[config.mk]
export PLATFORM = sky130hd
export DESIGN_NAME = mtm_alu_serializer_flat
export DESIGN_NICKNAME = d
export VERILOG_FILES = /design/src/rtl/mtm_alu_pkg.sv /design/src/rtl/mtm_alu_serializer_if.sv /design/src/rtl/mtm_alu_frame_tx.sv /design/src/rtl/mtm_alu_serializer.sv /design/src/flat_wrapper.sv
export SDC_FILE = /design/constraint.sdc
export NUM_CORES = 1
export LEC_CHECK = 0
export BUFFER_PORTS_ARGS = -buffer_cell sky130_fd_sc_hd__buf_2
export CAP_MARGIN = 20
export CORE_UTILIZATION = 40
export CTS_BUF_LIST = sky130_fd_sc_hd__clkbuf_16
export CTS_CLUSTER_SIZE = 12
export DETAILED_ROUTE_END_ITERATION = 6
export SYNTH_ARGS = -nofsm -noshare
export SYNTH_HDL_FRONTEND = slang
export SYNTH_HIERARCHICAL = 1
export SYNTH_SLANG_ARGS = --single-unit
export TNS_END_PERCENT = 20
[constraint.sdc]
create_clock -name clk -period 2.4 [get_ports clk]
set_input_delay 0.72 -clock clk [delete_from_list [all_inputs] [get_ports clk]]
set_output_delay 0.72 -clock clk [all_outputs]
set_load 0.005 [all_outputs]
[src/rtl/mtm_alu_pkg.sv]
// mtm_alu_pkg: shared constants and types for the ALU result serializer.
//   FRAME_BITS   bits per serial frame (start, type, 8 data, stop)
//   TYPE_DATA/CTL value of the type bit for C bytes / the CTL byte
//   DATA_FRAMES  frames in a data response (4 C bytes + CTL)
//   ser_state_e  serializer FSM states
//   frame_byte() picks the byte for a frame from the number of frames left
package mtm_alu_pkg;

    localparam int         FRAME_BITS  = 11;
    localparam logic       TYPE_DATA   = 1'b0;
    localparam logic       TYPE_CTL    = 1'b1;
    localparam logic [2:0] DATA_FRAMES = 3'd5;

    typedef enum logic [2:0] {
        ST_IDLE  = 3'd0,
        ST_START = 3'd1,
        ST_TYPE  = 3'd2,
        ST_DATA  = 3'd3,
        ST_STOP  = 3'd4,
        ST_GAP   = 3'd5
    } ser_state_e;

    // Frames are counted down, so 5 left means C[31:24] and 1 left means CTL.
    function automatic logic [7:0] frame_byte(input logic [31:0] c,
                                              input logic [7:0]  ctl,
                                              input logic [2:0]  frames_left);
        logic [7:0] b;
        case (frames_left)
            3'd5:    b = c[31:24];
            3'd4:    b = c[23:16];
            3'd3:    b = c[15:8];
            3'd2:    b = c[7:0];
            default: b = ctl;
        endcase
        return b;
    endfunction

endpackage

[src/rtl/mtm_alu_serializer_if.sv]
// mtm_alu_serializer_if: result handshake plus serial line of the serializer.
//   in_valid/in_ready  transfer handshake (transfer = in_valid & in_ready)
//   C, CTL_in          result captured on a transfer
//   sout, busy         serial line (idle high) and packet-in-flight flag
// master: upstream / observer side; slave: the serializer.
interface mtm_alu_serializer_if;
    logic        in_valid;
    logic        in_ready;
    logic [31:0] C;
    logic [7:0]  CTL_in;
    logic        sout;
    logic        busy;

    modport master (output in_valid, C, CTL_in, input in_ready, sout, busy);
    modport slave  (input in_valid, C, CTL_in, output in_ready, sout, busy);
endinterface

[src/rtl/mtm_alu_frame_tx.sv]
// mtm_alu_frame_tx: shifts one 11-bit frame {0, type, byte[7:0], 1} out MSB first.
//   clk, rst     clock, asynchronous active-high reset
//   start        load a new frame; the start bit appears on sout next cycle
//   tx_type      type bit of the frame
//   tx_byte      payload byte
//   sout         registered serial output, high when idle
//   tick         last cycle of the current bit (bit boundary)
//   done         last cycle of the stop bit; a start here chains frames gap-free
// Parameter BIT_CYCLES: clk cycles per bit (>=1).
module mtm_alu_frame_tx
    import mtm_alu_pkg::*;
#(
    parameter int BIT_CYCLES = 1
) (
    input  logic       clk,
    input  logic       rst,
    input  logic       start,
    input  logic       tx_type,
    input  logic [7:0] tx_byte,
    output logic       sout,
    output logic       tick,
    output logic       done
);

    localparam int              DIV_W    = (BIT_CYCLES > 1) ? $clog2(BIT_CYCLES) : 1;
    localparam logic [DIV_W-1:0] DIV_LOAD = DIV_W'(BIT_CYCLES - 1);

    logic [FRAME_BITS-1:0] shift_q, shift_d;
    logic [3:0]            bit_cnt_q, bit_cnt_d;
    logic [DIV_W-1:0]      div_q, div_d;
    logic                  active_q, active_d;

    assign tick = active_q && (div_q == '0);
    assign done = tick && (bit_cnt_q == 4'(FRAME_BITS - 1));
    // The shifter fills with ones, so its MSB is also the idle level.
    assign sout = shift_q[FRAME_BITS-1];

    always_comb begin
        shift_d   = shift_q;
        bit_cnt_d = bit_cnt_q;
        div_d     = div_q;
        active_d  = active_q;
        if (start) begin
            shift_d   = {1'b0, tx_type, tx_byte, 1'b1};
            bit_cnt_d = '0;
            div_d     = DIV_LOAD;
            active_d  = 1'b1;
        end else if (active_q) begin
            if (tick) begin
                shift_d   = {shift_q[FRAME_BITS-2:0], 1'b1};
                bit_cnt_d = bit_cnt_q + 4'd1;
                div_d     = DIV_LOAD;
                if (done) active_d = 1'b0;
            end else begin
                div_d = div_q - 1'b1;
            end
        end
    end

    always_ff @(posedge clk or posedge rst) begin
        if (rst) begin
            shift_q   <= '1;
            bit_cnt_q <= '0;
            div_q     <= '0;
            active_q  <= 1'b0;
        end else begin
            shift_q   <= shift_d;
            bit_cnt_q <= bit_cnt_d;
            div_q     <= div_d;
            active_q  <= active_d;
        end
    end

endmodule

[src/rtl/mtm_alu_serializer.sv]
// mtm_alu_serializer: captures one ALU result {C, CTL} and sends it on sout.
//   Data response (CTL[7]=0): C[31:24], C[23:16], C[15:8], C[7:0], then CTL.
//   Error response (CTL[7]=1): CTL frame only.
//   clk, rst  clock, asynchronous active-high reset
//   bus       slave side of mtm_alu_serializer_if (handshake, C, CTL_in, sout, busy)
// Parameters: BIT_CYCLES clk cycles per bit; GAP_BITS idle bit times after a
// packet, honoured only when MTM_SER_GAP_EN is defined.
module mtm_alu_serializer
    import mtm_alu_pkg::*;
#(
    parameter int BIT_CYCLES = 1,
    parameter int GAP_BITS   = 2
) (
    input  logic                       clk,
    input  logic                       rst,
    mtm_alu_serializer_if.slave        bus
);

`ifdef MTM_SER_GAP_EN
    localparam bit GAP_EN = 1'b1;
`else
    localparam bit GAP_EN = 1'b0;
`endif
    localparam int              GAP_CYCLES = GAP_BITS * BIT_CYCLES;
    localparam int              GAP_W      = (GAP_CYCLES > 1) ? $clog2(GAP_CYCLES) : 1;
    localparam logic [GAP_W-1:0] GAP_LOAD   = GAP_W'(GAP_CYCLES - 1);

    ser_state_e       state_q, state_d;
    logic [2:0]       frames_q, frames_d;     // frames left, including the one on the line
    logic [2:0]       data_cnt_q, data_cnt_d;
    logic [GAP_W-1:0] gap_cnt_q, gap_cnt_d;
    logic [31:0]      c_q, c_d;
    logic [7:0]       ctl_q, ctl_d;

    logic       transfer, next_frame, tx_start, tx_type, tx_sout, tx_tick, tx_done;
    logic [2:0] frames_new;
    logic [7:0] tx_byte;

    assign transfer   = bus.in_valid && (state_q == ST_IDLE);
    assign next_frame = (state_q == ST_STOP) && tx_done && (frames_q > 3'd1);
    assign tx_start   = transfer || next_frame;

    // On a transfer the first frame is taken straight from the bus, since the
    // capture registers only load at that same edge.
    always_comb begin
        if (transfer) begin
            frames_new = bus.CTL_in[7] ? 3'd1 : DATA_FRAMES;
            tx_byte    = frame_byte(bus.C, bus.CTL_in, frames_new);
        end else begin
            frames_new = frames_q - 3'd1;
            tx_byte    = frame_byte(c_q, ctl_q, frames_new);
        end
        tx_type = (frames_new == 3'd1) ? TYPE_CTL : TYPE_DATA;
    end

    always_comb begin
        state_d    = state_q;
        frames_d   = tx_start ? frames_new : frames_q;
        data_cnt_d = data_cnt_q;
        gap_cnt_d  = gap_cnt_q;
        c_d        = c_q;
        ctl_d      = ctl_q;
        case (state_q)
            ST_IDLE: begin
                if (transfer) begin
                    c_d     = bus.C;
                    ctl_d   = bus.CTL_in;
                    state_d = ST_START;
                end
            end
            ST_START: if (tx_tick) state_d = ST_TYPE;
            ST_TYPE: begin
                if (tx_tick) begin
                    state_d    = ST_DATA;
                    data_cnt_d = '0;
                end
            end
            ST_DATA: begin
                if (tx_tick) begin
                    if (data_cnt_q == 3'd7) state_d = ST_STOP;
                    else                    data_cnt_d = data_cnt_q + 3'd1;
                end
            end
            ST_STOP: begin
                if (tx_done) begin
                    if (frames_q > 3'd1) begin
                        state_d = ST_START;
                    end else if (GAP_EN && (GAP_CYCLES > 0)) begin
                        state_d   = ST_GAP;
                        gap_cnt_d = GAP_LOAD;
                    end else begin
                        state_d = ST_IDLE;
                    end
                end
            end
            ST_GAP: begin
                if (gap_cnt_q == '0) state_d = ST_IDLE;
                else                 gap_cnt_d = gap_cnt_q - 1'b1;
            end
            default: state_d = ST_IDLE;
        endcase
    end

    always_ff @(posedge clk or posedge rst) begin
        if (rst) begin
            state_q    <= ST_IDLE;
            frames_q   <= '0;
            data_cnt_q <= '0;
            gap_cnt_q  <= '0;
            c_q        <= '0;
            ctl_q      <= '0;
        end else begin
            state_q    <= state_d;
            frames_q   <= frames_d;
            data_cnt_q <= data_cnt_d;
            gap_cnt_q  <= gap_cnt_d;
            c_q        <= c_d;
            ctl_q      <= ctl_d;
        end
    end

    mtm_alu_frame_tx #(.BIT_CYCLES(BIT_CYCLES)) u_frame_tx (
        .clk     (clk),
        .rst     (rst),
        .start   (tx_start),
        .tx_type (tx_type),
        .tx_byte (tx_byte),
        .sout    (tx_sout),
        .tick    (tx_tick),
        .done    (tx_done)
    );

    assign bus.in_ready = (state_q == ST_IDLE);
    assign bus.busy     = (state_q != ST_IDLE);
    assign bus.sout     = tx_sout;

endmodule

[src/flat_wrapper.sv]
// flat-port wrapper written by rule: the top's interface ports become plain ports
module mtm_alu_serializer_flat import mtm_alu_pkg::*;
#(
    parameter int BIT_CYCLES = 1,
    parameter int GAP_BITS   = 2
)
  (clk, rst, bus_in_valid, bus_C, bus_CTL_in, bus_in_ready, bus_sout, bus_busy);
  mtm_alu_serializer_if bus_i ();
  input  logic clk;
  input  logic rst;
  input wire logic [$bits(bus_i.in_valid)-1:0] bus_in_valid;
  input wire logic [$bits(bus_i.C)-1:0] bus_C;
  input wire logic [$bits(bus_i.CTL_in)-1:0] bus_CTL_in;
  output wire logic [$bits(bus_i.in_ready)-1:0] bus_in_ready;
  output wire logic [$bits(bus_i.sout)-1:0] bus_sout;
  output wire logic [$bits(bus_i.busy)-1:0] bus_busy;
  assign bus_i.in_valid = bus_in_valid;
  assign bus_i.C = bus_C;
  assign bus_i.CTL_in = bus_CTL_in;
  assign bus_in_ready = bus_i.in_ready;
  assign bus_sout = bus_i.sout;
  assign bus_busy = bus_i.busy;
  mtm_alu_serializer #(.BIT_CYCLES(BIT_CYCLES), .GAP_BITS(GAP_BITS)) u_core (.clk(clk), .rst(rst), .bus(bus_i));
endmodule
[After elaboration in Yosys (flattened, before gate mapping)]
Cells that the tools add are included.
Word-level totals
  register bits: 67
  bits of input ports: 43
  output and inout bits: 3
Operators by class
  add/sub/neg operators: 5
  reductions and logical operators: 15
  eq/ne operators: 24
  magnitude comparators: 1
  muxes and demuxes: 33
  bitwise gates (word level): 1
Operators by type and width (number)
  case mux 8 bit (4 select lines): 2
  2-to-1 mux 3 bit: 12
  2-to-1 mux 11 bit: 3
  == test 3 bit, second input constant: 7
  == test 3 x 2 -> 1 bit, second input constant: 6
  case mux 3 bit (6 select lines): 1
  2-to-1 mux 4 bit: 3
  2-to-1 mux 1 bit: 10
  != test 2 bit, second input constant: 5
  2-to-1 mux 8 bit: 1
  AND reduction 7 bit: 1
  == test 3 x 1 -> 1 bit, second input constant: 2
  != test 2 x 1 -> 1 bit, second input constant: 3
  case mux 3 bit (2 select lines): 1
  nonzero test 2 bit: 3
  logical AND 1 bit: 5
  adder 4 x 1 -> 4 bit, second input constant: 1
  == test 4 bit, second input constant: 1
  AND reduction 2 bit: 2
  AND reduction 4 bit: 1
  adder 3 x 1 -> 3 bit, second input constant: 1
  greater-than comparator 3 x 1 -> 1 bit, second input constant: 1
  logical NOT 3 bit: 1
  nonzero test 3 bit: 1
  4 further kinds: 5

[Logic depth before layout (Yosys ltp)]
  depth in word-level cells: 8
  gate-level depth with buffers: 9

[Cells and area by module]
Netlist, hierarchy kept.
By module, submodules not included
  mtm_alu_serializer: seq. area each 1226.2 um^2, cells each 299, times used 1, area an instance 2607.5 um^2
  mtm_alu_frame_tx: seq. area each 412.9 um^2, cells each 72, times used 1, area an instance 755.7 um^2

[Worst setup path before layout]
Ideal clock, no wire load.
  path type: reg-to-reg
  start: reg u_core.frames_q[0]
  end: reg u_core.u_frame_tx.shift_q[7]
  setup time: 0.091 ns
  setup slack: 0.402 ns
  data required time: 2.309 ns
  data arrival time: 1.906 ns
  path buffers: 0
  stages on the path, launching flop included: 9
  path through: dfrtp_1 > inv_1 > ha_1 > xor2_2 > mux2_4 > a221oi_1 > a21oi_1 > nand2_1 > o21ai_0
Between the ends
  word-level cells in the longest chain between the ends: 5
  elaborated cells on any way between the ends: 14
Ends and longest elaborated chain
  start: declaration: RTL line mtm_alu_serializer.sv:29  | logic [2:0] frames_q, frames_d;
  start signal: assignment: RTL line mtm_alu_serializer.sv:114  | frames_q <= frames_d;
  subtractor 3 x 1 -> 3 bit (*): RTL line mtm_alu_serializer.sv:50  | frames_new = frames_q - 3'd1;
  == test 3 x 2 -> 1 bit / == test 3 bit (equally long branches): RTL line mtm_alu_pkg.sv:28  | case (frames_left)
  case mux 8 bit (4 select lines) (*): RTL line mtm_alu_pkg.sv:28
  2-to-1 mux 8 bit (*): RTL line mtm_alu_serializer.sv:46  | if (transfer) begin
  via u_core.tx_byte[6]: RTL line mtm_alu_serializer.sv:37  | logic [7:0] tx_byte;
  2-to-1 mux 11 bit (*): RTL line mtm_alu_frame_tx.sv:43  | if (start) begin
  end signal: assignment: RTL line mtm_alu_frame_tx.sv:67  | shift_q <= shift_d;
  end: declaration: RTL line mtm_alu_frame_tx.sv:28  | logic [FRAME_BITS-1:0] shift_q, shift_d;
Mark *: on every way through the listed nets, which the timed path passes. The rest lies on a longest branch.
A chain may end at the register's enable or synchronous reset.

[Worst setup path after layout]
Ends and elaborated chain as after synthesis.

==> flow_summary.ini <==
[run_status]
outcome = finished clean

[setup_path]
cp-end-kind = register
max_stage_delay_ps = 450
worstSetupStartpointType = register
path_max_fanout = 7
cp_data_required_time_ps = 2640
worstReg2RegEnd = u_core/u_frame_tx/shift_q[7]
cp_data_arrival_time_ps = 2350
r2r-start = u_core/frames_q[0]
critPathBufInv = 1
crit_type = register to register
reg2reg_setup_slack_ps = 280
critical-path-top-delay-family = flip-flops
reg2reg_depth = 8
crit_chain = inv_1, ha_1, xor2_2, mux2_4, a221oi_1, a21oi_1, nand2_1, o21ai_0
cp_slowest_cell = dfrtp_1

[die]
die_h_microns = 93.70
dieWidth_microns = 93.70
dieArea_sq_mm = 0.008779
io_pins = 46
core_sq_mm = 0.008175
rows = 33
start_util_pct = 41.14

[synthesis]
netlist.top_cell.by_area = dfrtp_1
synth.distinct_cells = 48
synth_area_leaders = dfrtp_1 41%, nand2_1 17%, dfstp_2 7.8%
synthArstFlopShare_pct = 100.0
netlist_area_sq_mm = 0.003363
yosysWarnings = 6
ys_top_cells_by_count = 151 x nand2_1, 55 x dfrtp_1, 15 x mux2i_1, 15 x o21ai_0, 14 x a22oi_1
synthFlopType = dfrtp_1
synth.top_cell.area_share_pct = 40.92
postSynthCellCount = 371
seq_area_frac_synth_pct = 48.74
synth.most_common_cell = nand2_1
synth_seq_cells = 65
syn_avg_cell_area_sq_um = 9.065
synth-edff-count = 0
syn_nets = 424

[global_route]
grtUsageTotal_pct = 18.80
overflow = 0
grt_pass1_vias = 2538
antenna_found_initial = 0
grt_pass1_wl_mm = 12.57
grt_max_degree = 50

[clock_network]
clk_pin_slew_ps = 50
cts_resized = 0
numCtsBuffers = 9
clkLatencyLatePin_ps = 320
cts_setup_buffers = 0
h-tree-depth = 3
cts_root_buffer = clkbuf_16
postCtsHoldBufs = 0
cts_tree = done
cts_buffer_depth = 2
cts.sinks = 65

[finish]
post-route-cell-area_sq_mm = 0.003999
nFillCells = 812
syn2layout_area_growth_pct = 18.90
drive_above_1_share_pct = 23.93
final_net_count = 470
ff_latch_area_sq_mm = 0.001639
multi_input_area_sq_mm = 0.001565
final_util_pct = 48.91
antennaDiodeCount = 0
fin_cells = 527

[sta]
skew_ps = 8.755
min_period_ps = 2119
slew_viol_final = 0
worst_slew_pin_slew_ps = 654.8
min_period_over_period_pct = 88.30
setup_violations = 0
fin_setup_tns_ps = 0
hold_viol = 0
fmax_ghz = 0.4719
slew_headroom_pct = 56.34
rsz0062_at_grt = no

[detailed_routing]
post-route-drc-count = 0
first_pass_iters = 4
postRouteAntennaNets = 0
wl_mm = 7.558
drt_first_iter_violations = 149
vias = 2680
vias_per_cell = 5.085
wl_per_cell_microns = 14.34

[worst_hold_path]
hold_end = u_core/u_frame_tx/shift_q[10]
worstHoldStart = u_core/u_frame_tx/shift_q[9]
hold_depth = 2
hold_path.class = register to register

[power_and_ir_drop]
vdd_drop_max_mv = 0.3481
p_leak_nw = 1.989
power_density_mw_per_mm2 = 631.9

[place]
placed_area_sq_mm = 0.003689
port_buffers = 45
place_inst = 511
post-dp-hpwl_mm = 5.242
globalplace.congestion = 0.8024

[flow_run]
drv_cap = 0
[cell usage in the layout (no fill, tap or decap), drive strengths merged, types with 10 or more instances in the layout]
master / netlist / layout
a22oi: 14 / 14
dfrtp: 55 / 55
a21oi: 11 / 11
buf: 15 / 57
o21ai: 16 / 16
ha: 10 / 10
nand2: 151 / 151
mux2i: 15 / 15
dfstp: 10 / 10
[layout make-up]
class	count	area share, %
clock inverter	7	2.128
timing repair buffer	57	7.885
tap	105	3.285
clock buffer	9	5.632
inverter	10	0.9387
sequential	65	40.99
multi-input combinational	274	39.14
[logic make-up (layout without fill, tap and decap cells)]
group / count (synthesis) / in the layout / share of synthesized area (%)
buffers and inverters: 32 / 83 / 4.762
DFF: 65 / 65 / 48.74
muxes: 20 / 20 / 6.250
and+or+nand+nor: 175 / 175 / 21.28
AOI/OAI and AO/OA: 66 / 66 / 14.25
xor gates and xnor gates: 3 / 3 / 1.005
adders and majority gates: 10 / 10 / 3.720
[report_power, final]
part           internal, mW  total [mW]  switching (mW)
clock network         0.897        1.35           0.457
logic                0.0315      0.0758          0.0442
registers              1.10        1.10               0
[worst reg2reg max path: stages, from the launching register on]
cell,delay [ps]
dfrtp_1,450
inv_1,160
ha_1,240
xor2_2,300
mux2_4,380
a221oi_1,300
a21oi_1,70
nand2_1,70
o21ai_0,70
[metal layers]
metal	track usage, %	part of all wire, %
met5	0	0
met4	9.231	2.0
met3	3.317	2.4
met2	27.25	45
met1	26.92	51
[how the worst max path moves through the flow]
stage / start / end / depth (start not counted)
2_1_floorplan: u_core/frames_q[0] / u_core/u_frame_tx/shift_q[7] / 8
3_3_place_gp: u_core/frames_q[0] / u_core/u_frame_tx/shift_q[7] / 8
3_5_place_dp: u_core/frames_q[0] / u_core/u_frame_tx/shift_q[7] / 8
4_1_cts: u_core/frames_q[0] / u_core/u_frame_tx/shift_q[7] / 8
5_1_grt: u_core/frames_q[0] / u_core/u_frame_tx/shift_q[7] / 8
6_report: u_core/frames_q[0] / u_core/u_frame_tx/shift_q[7] / 8
[through the flow]
step / power, mW / hold slack, ps / setup WS (ps)
floorplan: 1.143 / 445.5 / 402.3
global placement: 1.194 / 459.1 / 375.7
detailed placement: 1.194 / 462.7 / 315.9
CTS: 2.557 / 471.5 / 307.2
global route: 2.616 / 484.9 / 91.91
finish: 2.527 / 462.8 / 280.7
[state kept, by name (all words and copies together), names as in the netlist]
register and count:
u_core/ctl_q 8, u_core/c_q 32, u_core/u_frame_tx/div_q 1, u_core/u_frame_tx/bit_cnt_q 4
u_core/frames_q 3, u_core/u_frame_tx/active_q 1, u_core/data_cnt_q 3, u_core/u_frame_tx/shift_q 10
u_core/state_q 3
Power figures use the tool's default switching activity.
